`config.mk`:
```
export PLATFORM = sky130hd
export DESIGN_NAME = arm_imm_encoder
export DESIGN_NICKNAME = d
export VERILOG_FILES = /design/src/rtl/arm_imm_encoder_pkg.sv /design/src/rtl/arm_imm_encoder_rot_hit.sv /design/src/rtl/arm_imm_encoder.sv
export SDC_FILE = /design/constraint.sdc
export NUM_CORES = 1
export LEC_CHECK = 0
export ABC_AREA = 1
export CAP_MARGIN = 20
export CORE_MARGIN = 2
export CORE_UTILIZATION = 55
export CTS_BUF_LIST = sky130_fd_sc_hd__clkbuf_2 sky130_fd_sc_hd__clkbuf_4 sky130_fd_sc_hd__clkbuf_8
export DETAILED_ROUTE_END_ITERATION = 12
export GPL_ROUTABILITY_DRIVEN = 0
export PLACE_DENSITY = 0.76
export SLEW_MARGIN = 20
export SYNTH_ARGS = -nofsm -noshare
export SYNTH_HDL_FRONTEND = slang
export SYNTH_SLANG_ARGS = --single-unit
```
`constraint.sdc`:
```
create_clock -name clk -period 2.78 [get_ports clk]
set_input_delay 0.556 -clock clk [delete_from_list [all_inputs] [get_ports clk]]
set_output_delay 0.556 -clock clk [all_outputs]
set_load 0.01 [all_outputs]
```
`src/rtl/arm_imm_encoder_pkg.sv`:
```
// arm_imm_encoder_pkg: shared states, rotation count and imm12 field layout
package arm_imm_encoder_pkg;
  localparam int NUM_ROTS = 16;
  typedef enum logic [1:0] {IDLE, SEARCH, DONE} state_t;
  typedef struct packed {
    logic [3:0] rot;
    logic [7:0] imm8;
  } imm12_t;
  function automatic logic [31:0] rol32(input logic [31:0] v, input logic [4:0] n);
    logic [63:0] d;
    d = {v, v} << n;
    return d[63:32];
  endfunction
endpackage

```
`src/rtl/arm_imm_encoder_rot_hit.sv`:
```
// arm_imm_encoder_rot_hit: lowest rotation in a group that brings cand into imm8 range
module arm_imm_encoder_rot_hit
  import arm_imm_encoder_pkg::*;
#(
  parameter int ROTS_PER_CYCLE = 1
) (
  input  logic [31:0] cand_i,
  input  logic [3:0]  base_i,
  output logic        hit_o,
  output logic [3:0]  off_o,
  output logic [7:0]  imm8_o
);
  logic [31:0] rc;
  always_comb begin
    hit_o = 1'b0;
    off_o = '0;
    imm8_o = '0;
    rc = '0;
    for (int k = ROTS_PER_CYCLE - 1; k >= 0; k--) begin
      rc = rol32(cand_i, {base_i + 4'(k), 1'b0});
      if (rc[31:8] == 24'd0) begin
        hit_o = 1'b1;
        off_o = 4'(k);
        imm8_o = rc[7:0];
      end
    end
  end
endmodule

```
`src/rtl/arm_imm_encoder.sv`:
```
// arm_imm_encoder: iterative search for the ARM rotated-imm8 encoding of a constant
module arm_imm_encoder
  import arm_imm_encoder_pkg::*;
#(
  parameter int ROTS_PER_CYCLE = 1
) (
  input  logic        clk,
  input  logic        reset_n,
  input  logic        in_valid,
  output logic        in_ready,
  input  logic [31:0] value,
  input  logic        try_inv,
  output logic        out_valid,
  input  logic        out_ready,
  output logic        found,
  output logic        inv,
  output logic [11:0] imm12
);
  state_t      state_q, state_d;
  logic [31:0] cand_q, cand_d;
  logic [3:0]  rot_q, rot_d;
  logic        phase_q, phase_d, try_inv_q, try_inv_d;
  logic        found_q, found_d, inv_q, inv_d;
  imm12_t      imm12_q, imm12_d;
  logic        hit, last;
  logic [3:0]  off;
  logic [7:0]  imm8;

  arm_imm_encoder_rot_hit #(.ROTS_PER_CYCLE(ROTS_PER_CYCLE)) u_rot_hit (
    .cand_i(cand_q),
    .base_i(rot_q),
    .hit_o(hit),
    .off_o(off),
    .imm8_o(imm8)
  );

  assign last = ({1'b0, rot_q} + 5'(ROTS_PER_CYCLE)) >= 5'(NUM_ROTS);
  assign in_ready = state_q == IDLE;
  assign out_valid = state_q == DONE;
  assign found = found_q;
  assign inv = inv_q;
  assign imm12 = imm12_q;

  always_comb begin
    state_d = state_q;
    cand_d = cand_q;
    rot_d = rot_q;
    phase_d = phase_q;
    try_inv_d = try_inv_q;
    found_d = found_q;
    inv_d = inv_q;
    imm12_d = imm12_q;
    case (state_q)
      IDLE: if (in_valid) begin
        cand_d = value;
        try_inv_d = try_inv;
        rot_d = '0;
        phase_d = 1'b0;
        state_d = SEARCH;
      end
      SEARCH: if (hit) begin
        found_d = 1'b1;
        inv_d = phase_q;
        imm12_d = '{rot: rot_q + off, imm8: imm8};
        state_d = DONE;
      end else if (!last) begin
        rot_d = rot_q + 4'(ROTS_PER_CYCLE);
      end else if (try_inv_q && !phase_q) begin
        cand_d = ~cand_q;
        rot_d = '0;
        phase_d = 1'b1;
      end else begin
        found_d = 1'b0;
        inv_d = 1'b0;
        imm12_d = '0;
        state_d = DONE;
      end
      DONE: if (out_ready) state_d = IDLE;
      default: state_d = IDLE;
    endcase
  end

  always_ff @(posedge clk or negedge reset_n) begin
    if (!reset_n) begin
      state_q <= IDLE;
      cand_q <= '0;
      rot_q <= '0;
      phase_q <= 1'b0;
      try_inv_q <= 1'b0;
      found_q <= 1'b0;
      inv_q <= 1'b0;
      imm12_q <= '0;
    end else begin
      state_q <= state_d;
      cand_q <= cand_d;
      rot_q <= rot_d;
      phase_q <= phase_d;
      try_inv_q <= try_inv_d;
      found_q <= found_d;
      inv_q <= inv_d;
      imm12_q <= imm12_d;
    end
  end
endmodule
```
==> results.txt <==
* Buffers on Ports: 52
* Number of unique standard cell types used by synthesis: 23
- Cell count after synthesis: roughly 650
- For the final routed database, the setup TNS stands at 0 ps.
- Of the post-synthesis cell area, the dominant cell type holds 0.339.
- Vias in the first global route: ~3800
* Initial DRC count: 381
* Number of H-tree levels: 2
* Crit-path max cell delay: ~480 ps
* Clock input transition at the sequential cells of the worst setup and hold paths: 100 ps
* Smallest hold slack: about 220 ps
* Data arrival time of the critical path: 2790 ps
- Number of buffers created by CTS: 5
- Of all nets on the critical path, the largest fanout is 32.
- Die Span Y: approximately 89 um
* Relative slew margins: 0.590
* Req. time, crit path: roughly 3000 ps
- CTS tree: built
- The count of final hold-check violations is 0.
- The number of pins exceeding their max-slew limit in the final report came to 0.
- Post-Syn Area per Cell: 6.10 um2
- P&R area growth vs syn: 14.9%
- Of all cell types, the one taking the most synthesized area is sky130_fd_sc_hd__dfrtp_1.
- Max IR drop VDD: 0.702 mV
* Sequential area share after synthesis: 0.339
* Die width: ~90 um
- Clock sinks: between 50 and 60
* Yosys warns: 0
* Total via count after detailed routing: ~4200
* Least-Margin Pin Slew: between 600 and 700 ps
* Root buffer cell: sky130_fd_sc_hd__clkbuf_8
- After detailed routing, the average wire length per cell comes to around 14 um.
* Pwr dens: 1150 mW/mm2
- For the final database, setup skew stands at around 6.0 ps.
- First drt pass iteration count: 5
- Max stage delay cell, worst path: sky130_fd_sc_hd__dfrtp_1
- For this configuration, the core starts out at a cell density of 0.558.
- 53 I/O pins were placed.
- Setup violation total in the final timing report: 0
* Maximum number of buffers from clock root to sink: 2
- The repair_antennas step left the layout with diodes totalling 0.
- Synthesized Nets: just under 700
* Residual DRC: 0
- Entering global routing, the biggest net connects 65 pins.
* Floorplan Core Area: roughly 0.007 mm2
- Based on the critical path, the design can be clocked at up to 395 MHz.
- Walking the worst path, the cells encountered are buf_4 > nand2_1 > nand3_1 > nand2_1 > nand2_1 > nor2_2 > inv_1 > nand2_1 > nand3_1 > nand2_2 > nand3_1 > nor2_4 > o21ai_0 > nand2_1.
- Setup repair after global routing left no endpoint under its margin.
- After filler insertion, the fill cell instance count of the layout stands at between 700 and 800.
* Total length of routed wires: 10600 um
* Share of post-route cells with drive strength above 1: 0.0426
- Cell Area, Synth: about 0.0040 mm2
* Final period utilization: 0.912
- Flip-flop and latch count after synthesis: 54
- Summed over all cells, the static leakage comes to around 2.4 nW.
* FP Rows: 31
- DR vias/cell: around 5.4
- The flow ran to the end, and the final reports show no timing, DRC or antenna violations.
- Max-cap viol count: 0
- Total Die Area: 0.00794 mm2
- The worst path needs approximately 2500 ps of the cycle, external delays included.
- Combined global-route utilization of all metal layers: 0.275
* Type of the tightest min-delay check: input pin to asynchronous set/reset pin
* Sequential cell area: about 0.0014 mm2
- Number of antenna violations at the first check in global routing: 0
- The worst setup path is captured at a register.
* Half-perimeter wire length of the detailed placement result: 7550 um
* Ranking of synthesized cells by area: sky130_fd_sc_hd__dfrtp_1 (34%), sky130_fd_sc_hd__nand2_1 (29%), sky130_fd_sc_hd__nand3_1 (16%)
- The cell that appears most often on the critical path is sky130_fd_sc_hd__nand2_1.
- Nature of the critical path startpoint: register
* Post-CTS Setup Inserts: 0
- Summing all multi-input logic gate instances after layout gives around 0.0023 mm2.
- Count of nets left with antenna violations after detail routing: 0
- Start-to-end type of the worst setup path: register to register
* Worst-skew pair later-pin latency: a little over 300 ps
- Congestion Overflow GR: 0
* Final nets: between 700 and 800
- The first global-routing pass estimated about 17000 um of wire.
synth_stat cells:
master / n
sky130_fd_sc_hd__inv_1: 18
sky130_fd_sc_hd__a21oi_1: 3
sky130_fd_sc_hd__and2_1: 2
sky130_fd_sc_hd__buf_6: 8
sky130_fd_sc_hd__buf_1: 1
sky130_fd_sc_hd__xor2_1: 2
sky130_fd_sc_hd__nand2_2: 4
sky130_fd_sc_hd__nand3_1: 130
sky130_fd_sc_hd__nand4_4: 1
sky130_fd_sc_hd__buf_4: 4
sky130_fd_sc_hd__ha_1: 1
sky130_fd_sc_hd__nor2_2: 3
sky130_fd_sc_hd__dfrtp_1: 54
sky130_fd_sc_hd__nor2_1: 38
sky130_fd_sc_hd__clkbuf_1: 13
sky130_fd_sc_hd__o21a_1: 1
sky130_fd_sc_hd__nand2_1: 310
sky130_fd_sc_hd__o21ai_0: 41
sky130_fd_sc_hd__inv_4: 1
sky130_fd_sc_hd__a21boi_1: 1
sky130_fd_sc_hd__inv_2: 1
sky130_fd_sc_hd__o211ai_1: 1
sky130_fd_sc_hd__buf_2: 15
cell usage in the layout (no fill, tap or decap):
master,count
sky130_fd_sc_hd__nor2_1,38
sky130_fd_sc_hd__a21oi_1,3
sky130_fd_sc_hd__bufinv_16,1
sky130_fd_sc_hd__dfrtp_1,54
sky130_fd_sc_hd__buf_4,7
sky130_fd_sc_hd__nand4_4,1
sky130_fd_sc_hd__inv_4,1
sky130_fd_sc_hd__nand2_2,4
sky130_fd_sc_hd__xor2_1,2
sky130_fd_sc_hd__and2_1,2
sky130_fd_sc_hd__inv_1,18
sky130_fd_sc_hd__nand3_1,130
sky130_fd_sc_hd__clkinv_2,2
sky130_fd_sc_hd__nand2_1,310
sky130_fd_sc_hd__a21boi_2,1
sky130_fd_sc_hd__inv_2,1
sky130_fd_sc_hd__o211ai_1,1
sky130_fd_sc_hd__o21ai_0,41
sky130_fd_sc_hd__ha_1,1
sky130_fd_sc_hd__clkdlybuf4s50_1,51
sky130_fd_sc_hd__buf_6,1
sky130_fd_sc_hd__nor2_4,1
sky130_fd_sc_hd__nor2_2,2
sky130_fd_sc_hd__clkbuf_8,5
sky130_fd_sc_hd__o21a_1,1
sky130_fd_sc_hd__buf_12,1
sky130_fd_sc_hd__buf_2,1
cell type report:
class / count / area share
clock buffer: 5 / 0.0150
clock inverter: 3 / 0.00875
inverter: 20 / 0.0169
multi-input combinational: 538 / 0.506
sequential: 54 / 0.295
tap: 99 / 0.0271
timing repair buffer: 61 / 0.131
layer usage:
metal | GRT usage | vias up | part of all wire
met1 | 0.346 | 1926 | 0.45
met3 | 0.0397 | 34 | 0.039
met5 | 0 | - | 0
li1 | - | 2141 | -
met4 | 0.107 | 0 | 0.032
met2 | 0.476 | 115 | 0.48
worst paths after layout:
path	from	to	slack [ps]	cells past startpoint
min in group clk	imm12[11]$_DFFE_PN0P_	imm12[11]$_DFFE_PN0P_	510	2
max in group asynchronous	reset_n	found$_DFFE_PN0P_	2320	2
worst max-delay path	rot_q[0]$_DFFE_PN0P_	imm12[7]$_DFFE_PN0P_	250	14
worst max register to register	rot_q[0]$_DFFE_PN0P_	imm12[7]$_DFFE_PN0P_	250	14
worst min register to register	imm12[11]$_DFFE_PN0P_	imm12[11]$_DFFE_PN0P_	510	2
worst min-delay path	reset_n	cand_q[17]$_DFFE_PN0P_	220	2
worst max-delay path: cells and delay by family (launching register included):
| family | cells | cell delay (ps) |
|---|---|---|
| flops | 1 | 480 |
| buf+inv | 2 | 340 |
| compound gates | 1 | 170 |
| simple gates | 11 | 1480 |
report_power, final:
part           switching [mW]  total (mW)  internal, mW
clock                   0.273       0.539         0.266
sequential              0.330        1.40          1.07
combinational            2.23        3.31          1.08
total                    2.83        5.25          2.42
logic make-up after synthesis:
group / share of synthesized area
AO/OA/AOI/OAI: 0.0609
XOR/XNOR: 0.00440
adder cells (fa/ha/maj): 0.00314
buffers and inverters: 0.0817
flip-flops: 0.339
AND/OR/NAND/NOR: 0.511
per-stage QoR:
stage,power (mW),setup WS [ps],cells,utilization,cell area [um2]
after global routing,5.81,67.9,780,0.641,4580
after detailed placement,4.65,220,772,0.625,4460
after floorplan,3.97,847,653,-,3980
final,5.25,245,780,0.641,4580
after global placement,4.56,302,772,0.625,4460
after CTS,5.21,148,780,0.640,4570
state kept, by name, summed over array words and instances, names as in the netlist:
name and cells:
rot_q 4, imm12 12, state_q 2, phase_q 1
found 1, inv 1, cand_q 32, try_inv_q 1
what timing repair did:
action                     4_1_cts  5_1_grt
setup endpoints to repair        0       10
gates resized for setup          0        2
hold buffers                     0        0
Note: power is estimated with default switching activity, not from simulation.
